### config.mk
export PLATFORM = sky130hd
export DESIGN_NAME = bin2bcd_seq
export DESIGN_NICKNAME = d
export VERILOG_FILES = /design/src/rtl/bin2bcd_seq.sv
export SDC_FILE = /design/constraint.sdc
export NUM_CORES = 1
export LEC_CHECK = 0
export BUFFER_PORTS_ARGS = -buffer_cell sky130_fd_sc_hd__buf_2
export CORE_UTILIZATION = 40
export CTS_BUF_LIST = sky130_fd_sc_hd__clkbuf_4 sky130_fd_sc_hd__clkbuf_8 sky130_fd_sc_hd__clkbuf_16
export DETAILED_ROUTE_END_ITERATION = 10
export SLEW_MARGIN = 40
export SYNTH_ARGS = -nofsm -noshare
export SYNTH_HDL_FRONTEND = slang
export SYNTH_SLANG_ARGS = --single-unit
### constraint.sdc
create_clock -name clk -period 1.65 [get_ports clk]
set_input_delay 0.33 -clock clk [delete_from_list [all_inputs] [get_ports clk]]
set_output_delay 0.33 -clock clk [all_outputs]
set_load 0.02 [all_outputs]
### src/rtl/bin2bcd_seq.sv
// Sequential binary-to-BCD converter (shift-and-add-3). One BIN_W-bit value per
// start strobe, DIGITS packed BCD digits out after BIN_W+1 cycles, saturating on overflow.
module bin2bcd_seq #(
  parameter int BIN_W  = 24,
  parameter int DIGITS = 6
) (
  input  logic                  clk,
  input  logic                  rst_n,
  input  logic                  start,
  input  logic [BIN_W-1:0]      bin,
  output logic                  busy,
  output logic                  done,
  output logic [4*DIGITS-1:0]   bcd,
  output logic                  overflow
);

  localparam int BCD_W = 4 * DIGITS;
  localparam int CNT_W = $clog2(BIN_W + 1);

  function automatic logic [63:0] pow10(input int n);
    logic [63:0] p;
    p = 64'd1;
    for (int i = 0; i < n; i++) p = p * 64'd10;
    return p;
  endfunction

  localparam logic [63:0]      MAX_VAL   = pow10(DIGITS) - 64'd1;
  localparam logic [BCD_W-1:0] ALL_NINES = {DIGITS{4'h9}};
  localparam logic [CNT_W-1:0] CNT_INIT  = CNT_W'(BIN_W);
  localparam logic [CNT_W-1:0] CNT_ONE   = CNT_W'(1);

  localparam logic [1:0] S_IDLE   = 2'd0;
  localparam logic [1:0] S_SHIFT  = 2'd1;
  localparam logic [1:0] S_FINISH = 2'd2;

  logic [1:0]       state_q,    state_d;
  logic [CNT_W-1:0] cnt_q,      cnt_d;
  logic [BIN_W-1:0] shift_q,    shift_d;
  logic [BCD_W-1:0] scratch_q,  scratch_d;
  logic             ovf_q,      ovf_d;
  logic [BCD_W-1:0] bcd_q,      bcd_d;
  logic             overflow_q, overflow_d;
  logic             done_q,     done_d;

  logic [BCD_W-1:0] adj;
  logic [63:0]      bin_ext;

  assign bin_ext = 64'(bin);

  // Add-3 correction on every digit >= 5 so the following doubling carries correctly.
  always_comb begin
    adj = scratch_q;
    for (int i = 0; i < DIGITS; i++) begin
      if (scratch_q[4*i +: 4] >= 4'd5) adj[4*i +: 4] = scratch_q[4*i +: 4] + 4'd3;
    end
  end

  always_comb begin
    // NOTE: every signal gets a default first so no path leaves one unassigned (no latches).
    state_d    = state_q;
    cnt_d      = cnt_q;
    shift_d    = shift_q;
    scratch_d  = scratch_q;
    ovf_d      = ovf_q;
    bcd_d      = bcd_q;
    overflow_d = overflow_q;
    done_d     = 1'b0;

    case (state_q)
      S_IDLE: begin
        if (start) begin
          shift_d   = bin;
          scratch_d = '0;
          cnt_d     = CNT_INIT;
          ovf_d     = (bin_ext > MAX_VAL);
          state_d   = S_SHIFT;
        end
      end
      S_SHIFT: begin
        scratch_d = {adj[BCD_W-2:0], shift_q[BIN_W-1]};
        shift_d   = {shift_q[BIN_W-2:0], 1'b0};
        cnt_d     = cnt_q - CNT_ONE;
        if (cnt_q == CNT_ONE) state_d = S_FINISH;
      end
      S_FINISH: begin
        bcd_d      = ovf_q ? ALL_NINES : scratch_q;
        overflow_d = ovf_q;
        done_d     = 1'b1;
        state_d    = S_IDLE;
      end
      default: state_d = S_IDLE;
    endcase
  end

  // NOTE: state updates use non-blocking assignments so all flops sample the same pre-edge values.
  always_ff @(posedge clk) begin
    if (!rst_n) begin
      state_q    <= S_IDLE;
      cnt_q      <= '0;
      shift_q    <= '0;
      scratch_q  <= '0;
      ovf_q      <= 1'b0;
      bcd_q      <= '0;
      overflow_q <= 1'b0;
      done_q     <= 1'b0;
    end else begin
      state_q    <= state_d;
      cnt_q      <= cnt_d;
      shift_q    <= shift_d;
      scratch_q  <= scratch_d;
      ovf_q      <= ovf_d;
      bcd_q      <= bcd_d;
      overflow_q <= overflow_d;
      done_q     <= done_d;
    end
  end

  assign busy     = (state_q != S_IDLE);
  assign done     = done_q;
  assign bcd      = bcd_q;
  assign overflow = overflow_q;

endmodule

; Word-level counts from Yosys, hierarchy flattened
; Cells that the tools add are included.
[classes]
add_sub_neg = 7
order_cmp = 7
n_eq_ne = 5
n_mux = 17
n_reduce_logical = 6
[op_table]
columns = operator, count
row1 = $pmux W24 S2, 2
row2 = $mux W24, 3
row3 = $ge A4 B3 Y1 const B, 6
row4 = $gt A24 B20 Y1 const B, 1
row5 = $add A4 B2 Y4 const B, 5
row6 = $mux W4, 5
row7 = $pmux W5 S2, 1
row8 = $reduce_and A2 Y1, 3
row9 = $eq A5 B1 Y1 const B, 1
row10 = $mux W5, 1
row11 = $sub A5 B1 Y5 const B, 1
row12 = $mux W2, 2
row13 = $ne A2 B2 Y1 const B, 2
row14 = $pmux W2 S2, 1
row15 = $reduce_bool A2 Y1, 2
row16 = $add A3 B2 Y3 const B, 1
row17 = $mux W3, 1
row18 = $eq A2 B1 Y1 const B, 1
row19 = $eq A2 B2 Y1 const B, 1
row20 = $logic_not A2 Y1, 1
row21 = $mux W1, 1
[totals]
regBits = 82
input_bits = 27

; Longest topological paths before layout
[depth]
ltp_word = 3
depth_mapped = 5

; Worst setup path before layout
; Ideal clock, no wire load.
[synth_path]
path_kind = input to register
from = input port rst_n
to = register scratch_q[1]
t_arrival_ns = 1.199
t_required_ns = 1.571
slack_ns = 0.372
path_stages = 5
path_buffers = 2
cell_sequence = buf_2 nand3b_1 clkbuf_1 a2111o_1 o211ai_1
[synth_lines]
columns = element, line_no
row1 = "start, declared", 8  ; input logic rst_n,
row2 = "end signal, assigned", 110  ; scratch_q <= scratch_d;
row3 = "end, declared", 39  ; logic [BCD_W-1:0] scratch_q, scratch_d;

; Final worst setup path
[layout_path]
from = register state_q[1]
to = output port busy
[layout_between]
elab_chain_len = 1
[layout_rtl]
columns = element, line_no
row1 = "start, declared", 36  ; logic [1:0] state_q, state_d;
row2 = "start signal, assigned", 107  ; state_q <= state_d;
row3 = $reduce_bool A2 Y1, 118  ; assign busy = (state_q != S_IDLE);
row4 = "end, declared", 11  ; output logic busy,
; Every way passes these cells.

==> impl_metrics.json <==
{
  "status": "finished, final reports clean",
  "clock_sinks": 82,
  "clk_pin_slew_worst_paths_ps": 80,
  "ys_seq_area_share_pct": 42.43,
  "synth-seq-cells": 82,
  "cts-root-buf": "clkbuf_8",
  "h-tree-depth": 3,
  "slew_violations": 0,
  "async_flop_share_pct": 0,
  "fp.dieArea_sq_um": 10070,
  "netlist_area_sq_um": 3869,
  "synth_edf_count": 0,
  "hold_buffers": 0,
  "gr-total-overflow": 0,
  "tightest_slew_ps": 497.9,
  "vdd_drop_max_v": 0.0003817,
  "grt-busiest-layer": "met2",
  "placed_area_sq_um": 4337,
  "die_w_um": 100.3,
  "synth.area.top_cells": "dfxtp_1, nand2_1, a311oi_1",
  "hold_path_class": "in -> reg",
  "grt_pass1_vias": 3220,
  "final_core_util_pct": 48.96,
  "antenna_left": 0,
  "port_buffers": 53,
  "synthCells": 467,
  "synth_common_cells": "dfxtp_1, nand2_1, nor2_1",
  "report.final.hold_viol_count": 0,
  "vias": 3518,
  "ioPinCount": 54,
  "drc_errors": 0,
  "synth_top_area_cell": "dfxtp_1",
  "finalCritPeriodShare_pct": 96.82,
  "seqCellArea_sq_um": 1647,
  "setup-violations-final": 0,
  "synth_most_common_cell": "dfxtp_1",
  "crit_path_end_kind": "primary output",
  "dr.pass1.iters": 4,
  "clock-skew-final_ps": 9.470,
  "critPathMaxStageDelay_ps": 320,
  "fin_setup_tns_ps": 0,
  "synth.avg_cell_area_sq_um": 8.284,
  "worstPathRequired_ps": 1320,
  "multiInputGateArea_sq_um": 1991,
  "core_area_sq_um": 9284,
  "max_slew_margin_pct": 66.66,
  "p_leak_uw": 0.001743,
  "globalRouteMet2Util_pct": 32.77,
  "yosysWarnings": 0,
  "rows": 35,
  "crit_chain": "buf_4, or2_2, buf_6",
  "numCtsBuffers": 9,
  "place_congestion": 0.8307,
  "routed_wirelength_um": 9141,
  "final_cells": 653,
  "cap_violations": 0,
  "grt_first_pass_wirelength_um": 15260,
  "fmax_ghz": 0.6259,
  "path_buf_inv": 2,
  "synth_cell_type_count": 41,
  "critical_path_peak_fanout": 8,
  "nNetsFinal": 560,
  "track_usage_pct": 18.99,
  "yosysTopAreaCellShare_pct": 42.43,
  "critPathKind": "reg -> out",
  "clk_path_buf_depth": 2,
  "worstPathArrival_ps": 1270,
  "antenna_found_initial": 0,
  "die_height_um": 100.3,
  "use_met3_pct": 3.900,
  "holdWs_ps": 231.2,
  "n_antenna_cell": 0,
  "viasPerCell": 5.387,
  "slowest_stage": "dfxtp_2",
  "rsz0062_at_grt": "no",
  "cp_top_family": "flip-flops",
  "initial_core_util_pct": 41.67,
  "synthesis.nets": 508,
  "use_met1_pct": 23.44,
  "dp.cells": 634,
  "cts_tree": "built",
  "dpl.hpwl_um": 6333,
  "finalCriticalPeriod_ps": 1598,
  "drt-initial-drc-count": 142,
  "wl_per_cell_um": 14.00,
  "synth_flop_cell": "dfxtp_1",
  "final.fill_count": 928,
  "final_area_sq_um": 4546,
  "powerDensity_nw_per_um2": 863.7,
  "layout-drive-gt1-share_pct": 20.23,
  "grt_max_degree": 47,
  "syn_to_final_growth_pct": 17.50,
  "worstSkewPairLatency_ps": 350,
  "startpoint_type": "register"
}
[cell families (layout without fill, tap and decap cells)]
family,count (synthesis),in the layout,synth area share (%)
simple gates,208,208,25.94
buf+inv,55,112,6.177
compound gates,102,102,19.57
xor+xnor,6,6,1.358
flops,82,82,42.43
fa+ha+maj,14,14,4.528
[layer usage]
metal | wire length [um] | share of wire, % | vias to the layer above
li1 | - | - | 1773
met3 | 349 | 3.8 | 10
met4 | 125 | 1.4 | 0
met5 | 0 | 0 | -
met1 | 4234 | 46 | 1653
met2 | 4433 | 48 | 82
[power breakdown]
part / total [uW] / switching, uW / internal (uW)
registers: 2100 / 44.4 / 2060
clock network: 1320 / 725 / 597
logic: 500 / 294 / 206
[worst paths after layout]
kind	from	end	slack, ps	cells past startpoint
min reg2reg	bcd[5]	bcd[5]	450	2
max reg2reg	state_q[0]	scratch_q[10]	190	7
min	bin[0]	shift_q[0]	230	3
max	state_q[1]	busy	50	3
[area by class of cell]
class                      instances  area share, %
sequential                        82          36.22
tap                              129          3.551
timing repair buffer              80          11.26
clock buffer                      11          3.193
multi-input combinational        330          43.79
clock inverter                     5         0.6606
inverter                          16          1.321
[through the flow]
step                setup WS (ps)  power (uW)
floorplan                   372.2        2472
global placement            256.3        2630
detailed placement          255.9        2642
CTS                         13.74        3965
global route                12.11        4114
finish                      52.41        3926
[tightest hold or removal path, delay by kind of cell]
kind	cells	cell delay [ps]
buffers and inverters	1	80
AND/OR/NAND/NOR	1	70
AO/OA/AOI/OAI	1	60
[layout by cell type (no fill, tap or decap), types with 10 or more instances in the layout]
| master | Yosys | layout |
|---|---|---|
| a311oi_1 | 23 | 23 |
| dfxtp_1 | 82 | 80 |
| nand3_1 | 30 | 30 |
| inv_1 | 15 | 15 |
| o21ai_0 | 11 | 11 |
| buf_2 | 20 | 52 |
| nand2_1 | 63 | 63 |
| nor2_1 | 42 | 42 |
| clkbuf_8 | 0 | 10 |
| a21oi_1 | 26 | 26 |
| o211ai_1 | 13 | 13 |
| a2111o_1 | 12 | 12 |
| ha_1 | 14 | 14 |
| nor3_1 | 28 | 28 |
| buf_4 | 2 | 24 |
[sequential cells by signal (all words and copies together), names as in the netlist]
name       flops
bcd           24
scratch_q     24
shift_q       24
cnt_q          5
state_q        2
done           1
overflow       1
ovf_q          1
[what timing repair did]
action                                  CTS  global route
setup buffers                             1             2
endpoints found under the setup margin    1             1
gates resized for setup                   3             2
No activity file was read; power rests on OpenSTA's default activity.
